## src/rtl/adder_tree_pkg.sv

```systemverilog
// Width helpers and limits shared by the pipelined adder tree and its level slices.
package adder_tree_pkg;

    localparam int unsigned MAX_LEVELS = 8;

    // Word width after k pair-wise add levels; one carry bit per level.
    function automatic int unsigned level_width(input int unsigned width, input int unsigned k);
        return width + k;
    endfunction

    function automatic int unsigned sum_width(input int unsigned width, input int unsigned levels,
                                              input int unsigned acc_len);
        return width + levels + $clog2(acc_len);
    endfunction

endpackage

```

## src/rtl/adder_tree_level.sv

```systemverilog
// One adder-tree level: PAIRS pair-wise unsigned adds, with an output register and tag stage
// when ADDER_TREE_PIPE_EN is defined, otherwise a purely combinational pass.
module adder_tree_level
    import adder_tree_pkg::*;
#(
    parameter int unsigned IN_W  = 20,
    parameter int unsigned PAIRS = 4
) (
`ifdef ADDER_TREE_PIPE_EN
    input  logic                                          clk,
    input  logic                                          rst,
`endif
    input  logic [2*PAIRS*IN_W-1:0]                       in_data,
    input  logic                                          in_valid,
    input  logic                                          in_clear,
    output logic [PAIRS*level_width(IN_W, 1)-1:0]         out_data,
    output logic                                          out_valid,
    output logic                                          out_clear
);

    localparam int unsigned OUT_W = level_width(IN_W, 1);

    logic [PAIRS*OUT_W-1:0] sum;

    for (genvar p = 0; p < PAIRS; p++) begin : g_pair
        assign sum[p*OUT_W +: OUT_W] = OUT_W'(in_data[2*p*IN_W +: IN_W])
                                     + OUT_W'(in_data[(2*p+1)*IN_W +: IN_W]);
    end

`ifdef ADDER_TREE_PIPE_EN
    logic [PAIRS*OUT_W-1:0] data_q;
    logic                   valid_q;
    logic                   clear_q;

    always_ff @(posedge clk or posedge rst) begin
        if (rst) begin
            data_q  <= '0;
            valid_q <= 1'b0;
            clear_q <= 1'b0;
        end else begin
            data_q  <= sum;
            valid_q <= in_valid;
            clear_q <= in_clear;
        end
    end

    assign out_data  = data_q;
    assign out_valid = valid_q;
    assign out_clear = clear_q;
`else
    assign out_data  = sum;
    assign out_valid = in_valid;
    assign out_clear = in_clear;
`endif

endmodule

```

## src/rtl/pipelined_adder_tree.sv

```systemverilog
// Sums 2^LEVELS unsigned words per frame and accumulates ACC_LEN frames per result.
// Define ADDER_TREE_PIPE_EN to register every tree level (latency LEVELS+2, else 2).
module pipelined_adder_tree
    import adder_tree_pkg::*;
#(
    parameter int unsigned WIDTH   = 20,
    parameter int unsigned LEVELS  = 3,
    parameter int unsigned ACC_LEN = 4,
    localparam int unsigned N_IN   = 1 << LEVELS,
    localparam int unsigned SUM_W  = sum_width(WIDTH, LEVELS, ACC_LEN)
) (
    input  logic                   clk,
    input  logic                   rst,
    input  logic                   in_valid,
    input  logic [N_IN*WIDTH-1:0]  in_data,
    input  logic                   acc_clear,
    output logic                   out_valid,
    output logic [SUM_W-1:0]       out_sum
);

    localparam int unsigned TOP_W = level_width(WIDTH, LEVELS);
    localparam int unsigned CNT_W = (ACC_LEN > 1) ? $clog2(ACC_LEN) : 1;

    if (LEVELS < 1 || LEVELS > MAX_LEVELS || ACC_LEN < 1) begin : g_bad_cfg
        $error("pipelined_adder_tree: unsupported LEVELS/ACC_LEN");
    end

    logic [N_IN*WIDTH-1:0] data_q;
    logic                  valid_q;
    logic                  clear_q;

    always_ff @(posedge clk or posedge rst) begin
        if (rst) begin
            data_q  <= '0;
            valid_q <= 1'b0;
            clear_q <= 1'b0;
        end else begin
            if (in_valid) begin
                data_q <= in_data;
            end
            valid_q <= in_valid;
            clear_q <= acc_clear & in_valid;
        end
    end

    for (genvar k = 1; k <= LEVELS; k++) begin : g_lvl
        localparam int unsigned IN_W  = level_width(WIDTH, k - 1);
        localparam int unsigned PAIRS = N_IN >> k;

        logic [2*PAIRS*IN_W-1:0]   lvl_in;
        logic                      v_in;
        logic                      c_in;
        logic [PAIRS*(IN_W+1)-1:0] lvl_out;
        logic                      v_out;
        logic                      c_out;

        if (k == 1) begin : g_src
            assign lvl_in = data_q;
            assign v_in   = valid_q;
            assign c_in   = clear_q;
        end else begin : g_src
            assign lvl_in = g_lvl[k-1].lvl_out;
            assign v_in   = g_lvl[k-1].v_out;
            assign c_in   = g_lvl[k-1].c_out;
        end

        adder_tree_level #(
            .IN_W  (IN_W),
            .PAIRS (PAIRS)
        ) u_level (
`ifdef ADDER_TREE_PIPE_EN
            .clk       (clk),
            .rst       (rst),
`endif
            .in_data   (lvl_in),
            .in_valid  (v_in),
            .in_clear  (c_in),
            .out_data  (lvl_out),
            .out_valid (v_out),
            .out_clear (c_out)
        );
    end

    logic [TOP_W-1:0] tree_sum;
    logic             tree_valid;
    logic             tree_clear;

    assign tree_sum   = g_lvl[LEVELS].lvl_out;
    assign tree_valid = g_lvl[LEVELS].v_out;
    assign tree_clear = g_lvl[LEVELS].c_out;

    logic [SUM_W-1:0] acc_q, acc_d;
    logic [SUM_W-1:0] out_sum_q, out_sum_d;
    logic [CNT_W-1:0] cnt_q, cnt_d;
    logic             out_valid_q, out_valid_d;

    always_comb begin
        acc_d       = acc_q;
        cnt_d       = cnt_q;
        out_sum_d   = out_sum_q;
        out_valid_d = 1'b0;
        if (tree_valid) begin
            if (tree_clear || cnt_q == '0) begin
                acc_d = SUM_W'(tree_sum);
            end else begin
                acc_d = acc_q + SUM_W'(tree_sum);
            end
            // A clear landing on the group's last slot still closes the group, holding only itself.
            if (cnt_q == CNT_W'(ACC_LEN - 1)) begin
                out_valid_d = 1'b1;
                out_sum_d   = acc_d;
                cnt_d       = '0;
            end else if (tree_clear) begin
                cnt_d = CNT_W'(1);
            end else begin
                cnt_d = cnt_q + CNT_W'(1);
            end
        end
    end

    always_ff @(posedge clk or posedge rst) begin
        if (rst) begin
            acc_q       <= '0;
            cnt_q       <= '0;
            out_sum_q   <= '0;
            out_valid_q <= 1'b0;
        end else begin
            acc_q       <= acc_d;
            cnt_q       <= cnt_d;
            out_sum_q   <= out_sum_d;
            out_valid_q <= out_valid_d;
        end
    end

    assign out_valid = out_valid_q;
    assign out_sum   = out_sum_q;

endmodule

```

## config.mk

```make
export PLATFORM = sky130hd
export DESIGN_NAME = pipelined_adder_tree
export DESIGN_NICKNAME = d
export VERILOG_FILES = /design/src/rtl/adder_tree_pkg.sv /design/src/rtl/adder_tree_level.sv /design/src/rtl/pipelined_adder_tree.sv
export SDC_FILE = /design/constraint.sdc
export NUM_CORES = 1
export LEC_CHECK = 0
export CORE_MARGIN = 2
export CORE_UTILIZATION = 56
export DETAILED_ROUTE_END_ITERATION = 16
export GPL_TIMING_DRIVEN = 0
export PLACE_DENSITY_LB_ADDON = 0.2
export RECOVER_POWER = 100
export SYNTH_ARGS = -nofsm -noshare
export SYNTH_HDL_FRONTEND = slang
export SYNTH_SLANG_ARGS = --single-unit
```

## constraint.sdc

```tcl
create_clock -name clk -period 10.05 [get_ports clk]
set_input_delay 2.5125 -clock clk [delete_from_list [all_inputs] [get_ports clk]]
set_output_delay 2.5125 -clock clk [all_outputs]
set_load 0.005 [all_outputs]
```

; ---- Word-level counts from Yosys, hierarchy flattened
; Index checks and enable logic that the tools add are counted.
[word_totals]
ff_bits = 215
[op_classes]
n_mux = 5
add_sub_neg = 9
bitwise = 1
eq_ne = 1
reduce_logical = 3
[ops]
columns = cell, n
row1 = adder 20 x 20 -> 21 bit, 4
row2 = adder 21 x 21 -> 22 bit, 2
row3 = adder 25 x 23 -> 25 bit, 1
row4 = two-way mux 25 bit, 1
row5 = adder 22 x 22 -> 23 bit, 1
row6 = two-way mux 2 bit, 2
row7 = "adder 2 x 1 -> 2 bit, second input constant", 1
row8 = "== test 2 bit, second input constant", 1
row9 = logical NOT 2 bit, 1
row10 = two-way mux 1 bit, 2
row11 = AND reduction 2 bit, 1
row12 = bitwise AND 1 bit, 1
row13 = logical OR 1 bit, 1

; ---- Longest topological paths before layout
; Gate-level depths: netlist of the first run.
[depth]
depth_word = 5
depth_mapped = 24

; ---- Hierarchy
; A second synthesis of the first run with hierarchy kept.
[unflattened]
hier_cells = 1704
area_unflattened_um2 = 16608.4
[modules_own_cells]
columns = module, cells_per_inst, n_inst, area_per_inst_um2, seq_area_each_um2
row1 = pipelined_adder_tree, 763, 1, 9550.4, 5380.2
row2 = adder_tree_level at g_lvl[1].u_level, 480, 1, 3649.8, 0.0
row3 = adder_tree_level at g_lvl[2].u_level, 297, 1, 2192.1, 0.0
row4 = adder_tree_level at g_lvl[3].u_level, 164, 1, 1216.2, 0.0

; ---- Least setup slack after synthesis of the first run
; OpenSTA, ideal clock, no wires.
[synth_timing]
path_kind = register to register
startpoint = reg data_q[3]
endpoint = reg acc_q[24]
setup_time_ps = 76
stages_incl_launch_ff = 25
arrival_time_ps = 5983
path_slack_ps = 3990
cell_sequence = dfrtp_1 inv_1 fa_1 inv_1 fa_1 fa_1 inv_1 fa_1 inv_1 ha_1 a211oi_1 o21a_1 o21ai_1 a31oi_1 o21ai_1 xnor2_1 inv_1 ha_1 nand2_2 or4_4 a2bb2oi_2 and2_4 o22a_4 or3_1 o21ai_1
[synth_between]
elab_chain_len = 5
[synth_rtl]
columns = item, line
row1 = "start, declared", pipelined_adder_tree.sv:28  ; logic [N_IN*WIDTH-1:0] data_q;
row2 = "start signal, assigned", pipelined_adder_tree.sv:39  ; data_q <= in_data;
row3 = adder 20 x 20 -> 21 bit, adder_tree_level.sv:27  ; + OUT_W'(in_data[(2*p+1)*IN_W +: IN_W]);
row4 = adder 21 x 21 -> 22 bit, adder_tree_level.sv:27
row5 = adder 22 x 22 -> 23 bit, adder_tree_level.sv:27
row6 = adder 25 x 23 -> 25 bit, pipelined_adder_tree.sv:106  ; acc_d = acc_q + SUM_W'(tree_sum);
row7 = two-way mux 25 bit, pipelined_adder_tree.sv:103  ; if (tree_clear || cnt_q == '0) begin
row8 = "end signal, assigned", pipelined_adder_tree.sv:123  ; acc_q <= '0;
row9 = "end signal, assigned", pipelined_adder_tree.sv:128  ; acc_q <= acc_d;
row10 = "end, declared", pipelined_adder_tree.sv:92  ; logic [SUM_W-1:0] acc_q, acc_d;
; Every way passes these cells.
; A chain may end at the register's enable or synchronous reset.

; ---- Worst setup path after layout of the first run
[layout_timing]
startpoint = reg data_q[63]
endpoint = reg acc_q[20]
[layout_between]
elab_chain_len = 5
[layout_rtl]
columns = item, line
row1 = adder 20 x 20 -> 21 bit (*), adder_tree_level.sv:27
row2 = adder 21 x 21 -> 22 bit (*), adder_tree_level.sv:27
row3 = adder 22 x 22 -> 23 bit (*), adder_tree_level.sv:27
row4 = adder 25 x 23 -> 25 bit, pipelined_adder_tree.sv:106
row5 = two-way mux 25 bit (*), pipelined_adder_tree.sv:103
; Mark *: on every way between the ends. The rest lies on a longest branch, timed or not.

==> impl_metrics.env, run 1 <==
export IMPL_cp_end_kind="flop"
export IMPL_netlist_top_cells_count="246 x inv_1, 215 x dfrtp_1, 186 x nand2_1"
export IMPL_totalWireLength_mm=35.4
export IMPL_worstPathArrival_ns=7.64
export IMPL_dieWidth_um=159
export IMPL_core_rowCount=56
export IMPL_syn_inst=1378
export IMPL_clk_path_buf_depth=3
export IMPL_synth_most_common_cell="inv_1"
export IMPL_yosys_register_bits=215
export IMPL_max_cap_violations=1
export IMPL_cts_resized=0
export IMPL_viasPerCell=5.44
export IMPL_status="finished with violations"
export IMPL_hold_class="reg -> reg"
export IMPL_whs_ns=0.469
export IMPL_syn_num_nets=1711
export IMPL_dr_first_iter_drc_count=877
export IMPL_yosys_warnings=0
export IMPL_cpPeakStageDelay_ns=0.61
export IMPL_setup_slack_ns=2.79
export IMPL_max_slew_margin_rel_pct=-158
export IMPL_cpMaxStageDelayCell="a2111oi_0"
export IMPL_stdcell_count=1930
export IMPL_violations="max-capacitance violations, max-slew violations"
export IMPL_regToRegSetupSlack_ns=2.79
export IMPL_r2r_start="data_q[63]"
export IMPL_hpwl_mm=27.6
export IMPL_area_growth_pct=23.3
export IMPL_post_place_ws_ns=3.10
export IMPL_root_buffer="clkbuf_16"
export IMPL_drive_gt1_share_pct=6.27
export IMPL_syn_cell_area_mm2=0.0135
export IMPL_worst_slew_pin_slew_ns=3.85
export IMPL_yosysUniqueCellTypes=61
export IMPL_period_share_pct=72.2
export IMPL_dr_pass1_iters=7
export IMPL_yosysTopAreaCell="dfrtp_1"
export IMPL_drc_errors=0
export IMPL_synth_edf_count=0
export IMPL_crit_required_ns=10.43
export IMPL_critical_path_class="reg -> reg"
export IMPL_overflow=0
export IMPL_grt_pass1_vias=10900
export IMPL_cts_tree="done"
export IMPL_grt_pass1_wl_mm=57.1
export IMPL_grt_use_total_pct=28.6
export IMPL_startpoint_type="flop"
export IMPL_antenna_found_initial=1
export IMPL_clock_sinks=215
export IMPL_floorplan_initialDensity_pct=57.3
export IMPL_synth_top_area_share_pct=39.9
export IMPL_final_min_clock_period_ns=7.26
export IMPL_yosys_top_cells_area="dfrtp_1 40%, fa_1 18%, inv_1 6.8%"
export IMPL_placed_cells=1887
export IMPL_core_mm2=0.0235
export IMPL_insertion_delay_ns=0.53
export IMPL_ant_nets=0
export IMPL_clk_pin_slew_ns=0.06
export IMPL_io_pins=190
export IMPL_finalSetupTns_ns=0
export IMPL_finalSetupViolations=0
export IMPL_critPathMaxFanout=5
export IMPL_fin_nets=1927
export IMPL_numCtsBuffers=24
export IMPL_grt_max_degree=131
export IMPL_synth_async_reset_ratio_pct=100
export IMPL_synth_ff_type="dfrtp_1"
export IMPL_rsz0062_at_grt="false"
export IMPL_avgRoutedWirePerCell_um=18.4
export IMPL_vias=10500
export IMPL_cts_setup_buffers=0
export IMPL_die_area_mm2=0.0253
export IMPL_whs_endpoint="out_sum[5]"
export IMPL_ctsHoldBuffers=0
export IMPL_ctsHtreeMaxLevel=1
export IMPL_cp_cell_sequence="inv_1 > fa_1 > inv_1 > fa_1 > fa_1 > inv_1 > fa_1 > inv_1 > ha_1 > a211oi_1 > o21a_1 > o21ai_0 > a31oi_1 > o21ai_0 > xnor2_1 > inv_1 > ha_1 > nand2_1 > or4_1 > a2bb2oi_1 > nor3b_1 > a2111oi_0 > a21oi_1"
export IMPL_cp_common_cell="inv_1"
export IMPL_fmax_ghz=0.138
export IMPL_r2r_cells=23
export IMPL_whs_path_depth=2
export IMPL_drv_slew=86
export IMPL_portBuffers=189
export IMPL_min_from="out_sum[5]"
export IMPL_worstReg2RegEnd="acc_q[20]"
export IMPL_ys_seq_area_share_pct=39.9
export IMPL_gp_congestion=0.887
export IMPL_postSynthAreaPerCell_um2=9.78
export IMPL_clock_skew_ns=0.0212
export IMPL_fp_dieH_um=159
export IMPL_hold_viol=0
[layout by cell type (no fill, tap or decap), types with 4 or more instances in the layout]
| cell | count |
|---|---|
| and3_1 | 7 |
| a21o_1 | 7 |
| nand2_1 | 187 |
| o21a_1 | 8 |
| xnor2_1 | 16 |
| inv_1 | 245 |
| clkbuf_1 | 49 |
| nor4_1 | 4 |
| clkbuf_8 | 4 |
| dfrtp_1 | 215 |
| clkbuf_16 | 25 |
| bufinv_16 | 4 |
| mux2_2 | 50 |
| dlygate4sd3_1 | 28 |
| clkdlybuf4s50_1 | 161 |
| or3_1 | 5 |
| nor2_1 | 48 |
| nor3_1 | 7 |
| nor2b_1 | 4 |
| fa_1 | 120 |
| o21ai_0 | 171 |
| a31oi_1 | 4 |
| nand4_1 | 6 |
| a211oi_1 | 9 |
| a21oi_1 | 70 |
| o211ai_1 | 6 |
| xor2_1 | 17 |
| nand3_1 | 14 |
| mux2i_1 | 10 |
| ha_1 | 49 |
[worst max-delay path by stage]
stage               start    endpoint  slack [ns]  cells past startpoint
2_1_floorplan         rst    acc_q[0]        1.66                      1
3_3_place_gp          rst  data_q[12]       -1.19                      2
3_5_place_dp    data_q[3]   acc_q[20]        3.10                     23
4_1_cts         data_q[3]   acc_q[20]        3.10                     23
5_1_grt         data_q[3]   acc_q[20]        2.22                     23
6_report       data_q[63]   acc_q[20]        2.79                     23
[critical path: cells and delay by family, from the launching register on]
kind	cells	cell delay (ns)
compound gates	8	2.33
xor+xnor	1	0.42
fa+ha+maj	6	2.80
buf+inv	5	0.37
flops	1	0.32
simple gates	3	0.89
[cell type report]
type	instances	area, um2
diodes	1	2.50
plain buffers	52	206
clock buffers	33	696
clock inverters	9	150
fillers	1826	6920
inverters	247	928
multi-input cells	864	6950
flip-flops and latches	215	5380
well taps	319	399
repair buffers	190	1920
[stage by stage]
| step | utilization, % | area [um2] |
|---|---|---|
| 2_1_floorplan | - | 13500 |
| 3_3_place_gp | 67.0 | 15800 |
| 3_5_place_dp | 67.1 | 15800 |
| 4_1_cts | 70.7 | 16700 |
| 5_1_grt | 70.6 | 16600 |
| 6_report | 70.6 | 16600 |
[sequential cells by signal (all words and copies together) (netlist names)]
name / cells
data_q: 160
acc_q: 25
out_sum: 25
cnt_q: 2
clear_q: 1
g_lvl.v_in: 1
out_valid: 1
[cells by family after synthesis]
group | count (synthesis) | share of synthesized area, %
XOR/XNOR | 33 | 2.14
buffers and inverters | 299 | 8.41
adder cells (fa/ha/maj) | 169 | 22.4
flip-flops | 215 | 39.9
AND/OR/NAND/NOR | 293 | 9.17
AO/OA/AOI/OAI | 309 | 13.1
multiplexers | 60 | 4.92
[metal layers]
| metal | GRT usage, % | routed length, um |
|---|---|---|
| met5 | 0 | 0 |
| met4 | 10.2 | 1280 |
| met3 | 3.99 | 2120 |
| met2 | 47.2 | 16900 |
| met1 | 39.1 | 15100 |
Power of run 1 is left out: the tool's default activity adds up to more than one toggle a clock period on the data nets, which glitch-free logic cannot reach.
==> run 2: changes to the inputs <==
==> constraint.sdc (replaced) <==
create_clock -name clk -period 7.3 [get_ports clk]
set_input_delay 1.825 -clock clk [delete_from_list [all_inputs] [get_ports clk]]
set_output_delay 1.825 -clock clk [all_outputs]
set_load 0.005 [all_outputs]
==> impl_metrics.env, run 2 (synthesis results as in run 1) <==
export IMPL_hold_viol=0
export IMPL_grt_max_degree=44
export IMPL_gp_congestion=0.879
export IMPL_period_share_pct=96.2
export IMPL_diodes=0
export IMPL_hold_class="reg -> reg"
export IMPL_rsz0062_at_grt="false"
export IMPL_cts_tree="done"
export IMPL_portBuffers=189
export IMPL_layout_common_cells="245 x inv_1, 215 x dfrtp_1, 186 x nand2_1"
export IMPL_antenna_found_initial=0
export IMPL_whs_ns=0.468
export IMPL_avgRoutedWirePerCell_um=18.5
export IMPL_overflow=0
export IMPL_floorplan_initialDensity_pct=57.3
export IMPL_max_slew_margin_rel_pct=-49.4
export IMPL_clk_pin_slew_ns=0.07
export IMPL_startpoint_type="flop"
export IMPL_crit_required_ns=7.66
export IMPL_clock_sinks=215
export IMPL_totalWireLength_mm=35.8
export IMPL_worst_slew_pin_slew_ns=2.24
export IMPL_cts_resized=0
export IMPL_fin_area_mm2=0.0166
export IMPL_grt_pass1_wl_mm=57.4
export IMPL_core_mm2=0.0235
export IMPL_finalSetupViolations=0
export IMPL_critical_path_class="reg -> reg"
export IMPL_largest_reg_flops=160
export IMPL_die_area_mm2=0.0253
export IMPL_grt_use_total_pct=28.8
export IMPL_dieWidth_um=159
export IMPL_dr_first_iter_drc_count=619
export IMPL_drive_gt1_share_pct=6.13
export IMPL_cts_setup_buffers=0
export IMPL_regToRegSetupSlack_ns=0.28
export IMPL_final_common_cell="inv_1"
export IMPL_clk_path_buf_depth=3
export IMPL_grt_pass1_vias=10900
export IMPL_stdcell_count=1934
export IMPL_ctsHoldBuffers=0
export IMPL_fin_nets=1931
export IMPL_placed_cells=1891
export IMPL_violations="max-capacitance violations, max-slew violations"
export IMPL_largest_register="data_q"
export IMPL_core_rowCount=56
export IMPL_placed_area_mm2=0.0159
export IMPL_ctsHtreeMaxLevel=1
export IMPL_cp_end_kind="flop"
export IMPL_fp_dieH_um=159
export IMPL_drc_errors=0
export IMPL_status="finished with violations"
export IMPL_clock_skew_ns=0.0143
export IMPL_fmax_ghz=0.142
export IMPL_max_cap_violations=4
export IMPL_finalSetupTns_ns=0
export IMPL_critPathMaxFanout=5
export IMPL_dr_pass1_iters=5
export IMPL_hpwl_mm=28.4
export IMPL_drv_slew=169
export IMPL_viasPerCell=5.40
export IMPL_worstPathArrival_ns=7.39
export IMPL_vias=10400
export IMPL_ant_nets=0
export IMPL_root_buffer="clkbuf_16"
export IMPL_final_min_clock_period_ns=7.02
export IMPL_insertion_delay_ns=0.53
export IMPL_numCtsBuffers=24
export IMPL_io_pins=190
export IMPL_area_growth_pct=23.4
[run 2: changes by cell type in the layout (fill, tap and decap cells not counted), moves of 2 or more]
cell / delta
clkbuf_1: +6
and2_0: -2
mux2_1: +2
mux2_2: -2
o21ai_0: -2
o21ai_1: +2
[run 2: metal layers]
metal / global-route usage, % / wire, um
met2: 48.2 / 17200
met4: 8.31 / 962
met1: 39.2 / 15400
met3: 4.79 / 2250
met5: 0 / 0
[run 2: path summary, 6_finish.rpt]
check	start	end	cells past startpoint
max in group asynchronous	rst	data_q[12]	4
max	data_q[63]	acc_q[20]	23
min in group asynchronous	rst	acc_q[1]	2
max reg2reg	data_q[63]	acc_q[20]	23
min	out_sum[2]	out_sum[2]	2
min reg2reg	out_sum[2]	out_sum[2]	2
[run 2: layout make-up]
cell class,count,area (um2)
inverters,247,928
plain buffers,52,201
multi-input cells,864,6950
clock buffers,34,709
repair buffers,194,1920
clock inverters,9,148
well taps,319,399
fillers,1798,6900
flip-flops and latches,215,5380
[run 2: per-stage QoR]
stage                     setup slack [ns]  util [%]
after floorplan                       1.24         -
after global placement               0.444      67.0
after detailed placement             0.347      67.5
after CTS                            0.328      71.1
after global routing                0.0105      70.7
final                                0.275      70.7
[run 2: critical path, cell delays in order, from the launching register on]
cell and delay [ns]:
dfrtp_1 0.32, inv_1 0.06, fa_1 0.57, inv_1 0.09, fa_1 0.47, fa_1 0.54
inv_1 0.05, fa_1 0.52, inv_1 0.06, ha_1 0.31, a211oi_1 0.29, o21a_1 0.18
o21ai_1 0.11, a31oi_1 0.49, o21ai_1 0.17, xnor2_1 0.47, inv_1 0.09, ha_1 0.43
nand2_2 0.13, or4_1 0.55, a2bb2oi_2 0.16, nor3b_1 0.16, a2111oi_1 0.49, a21oi_1 0.14
Power of run 2 is left out for the same reason.
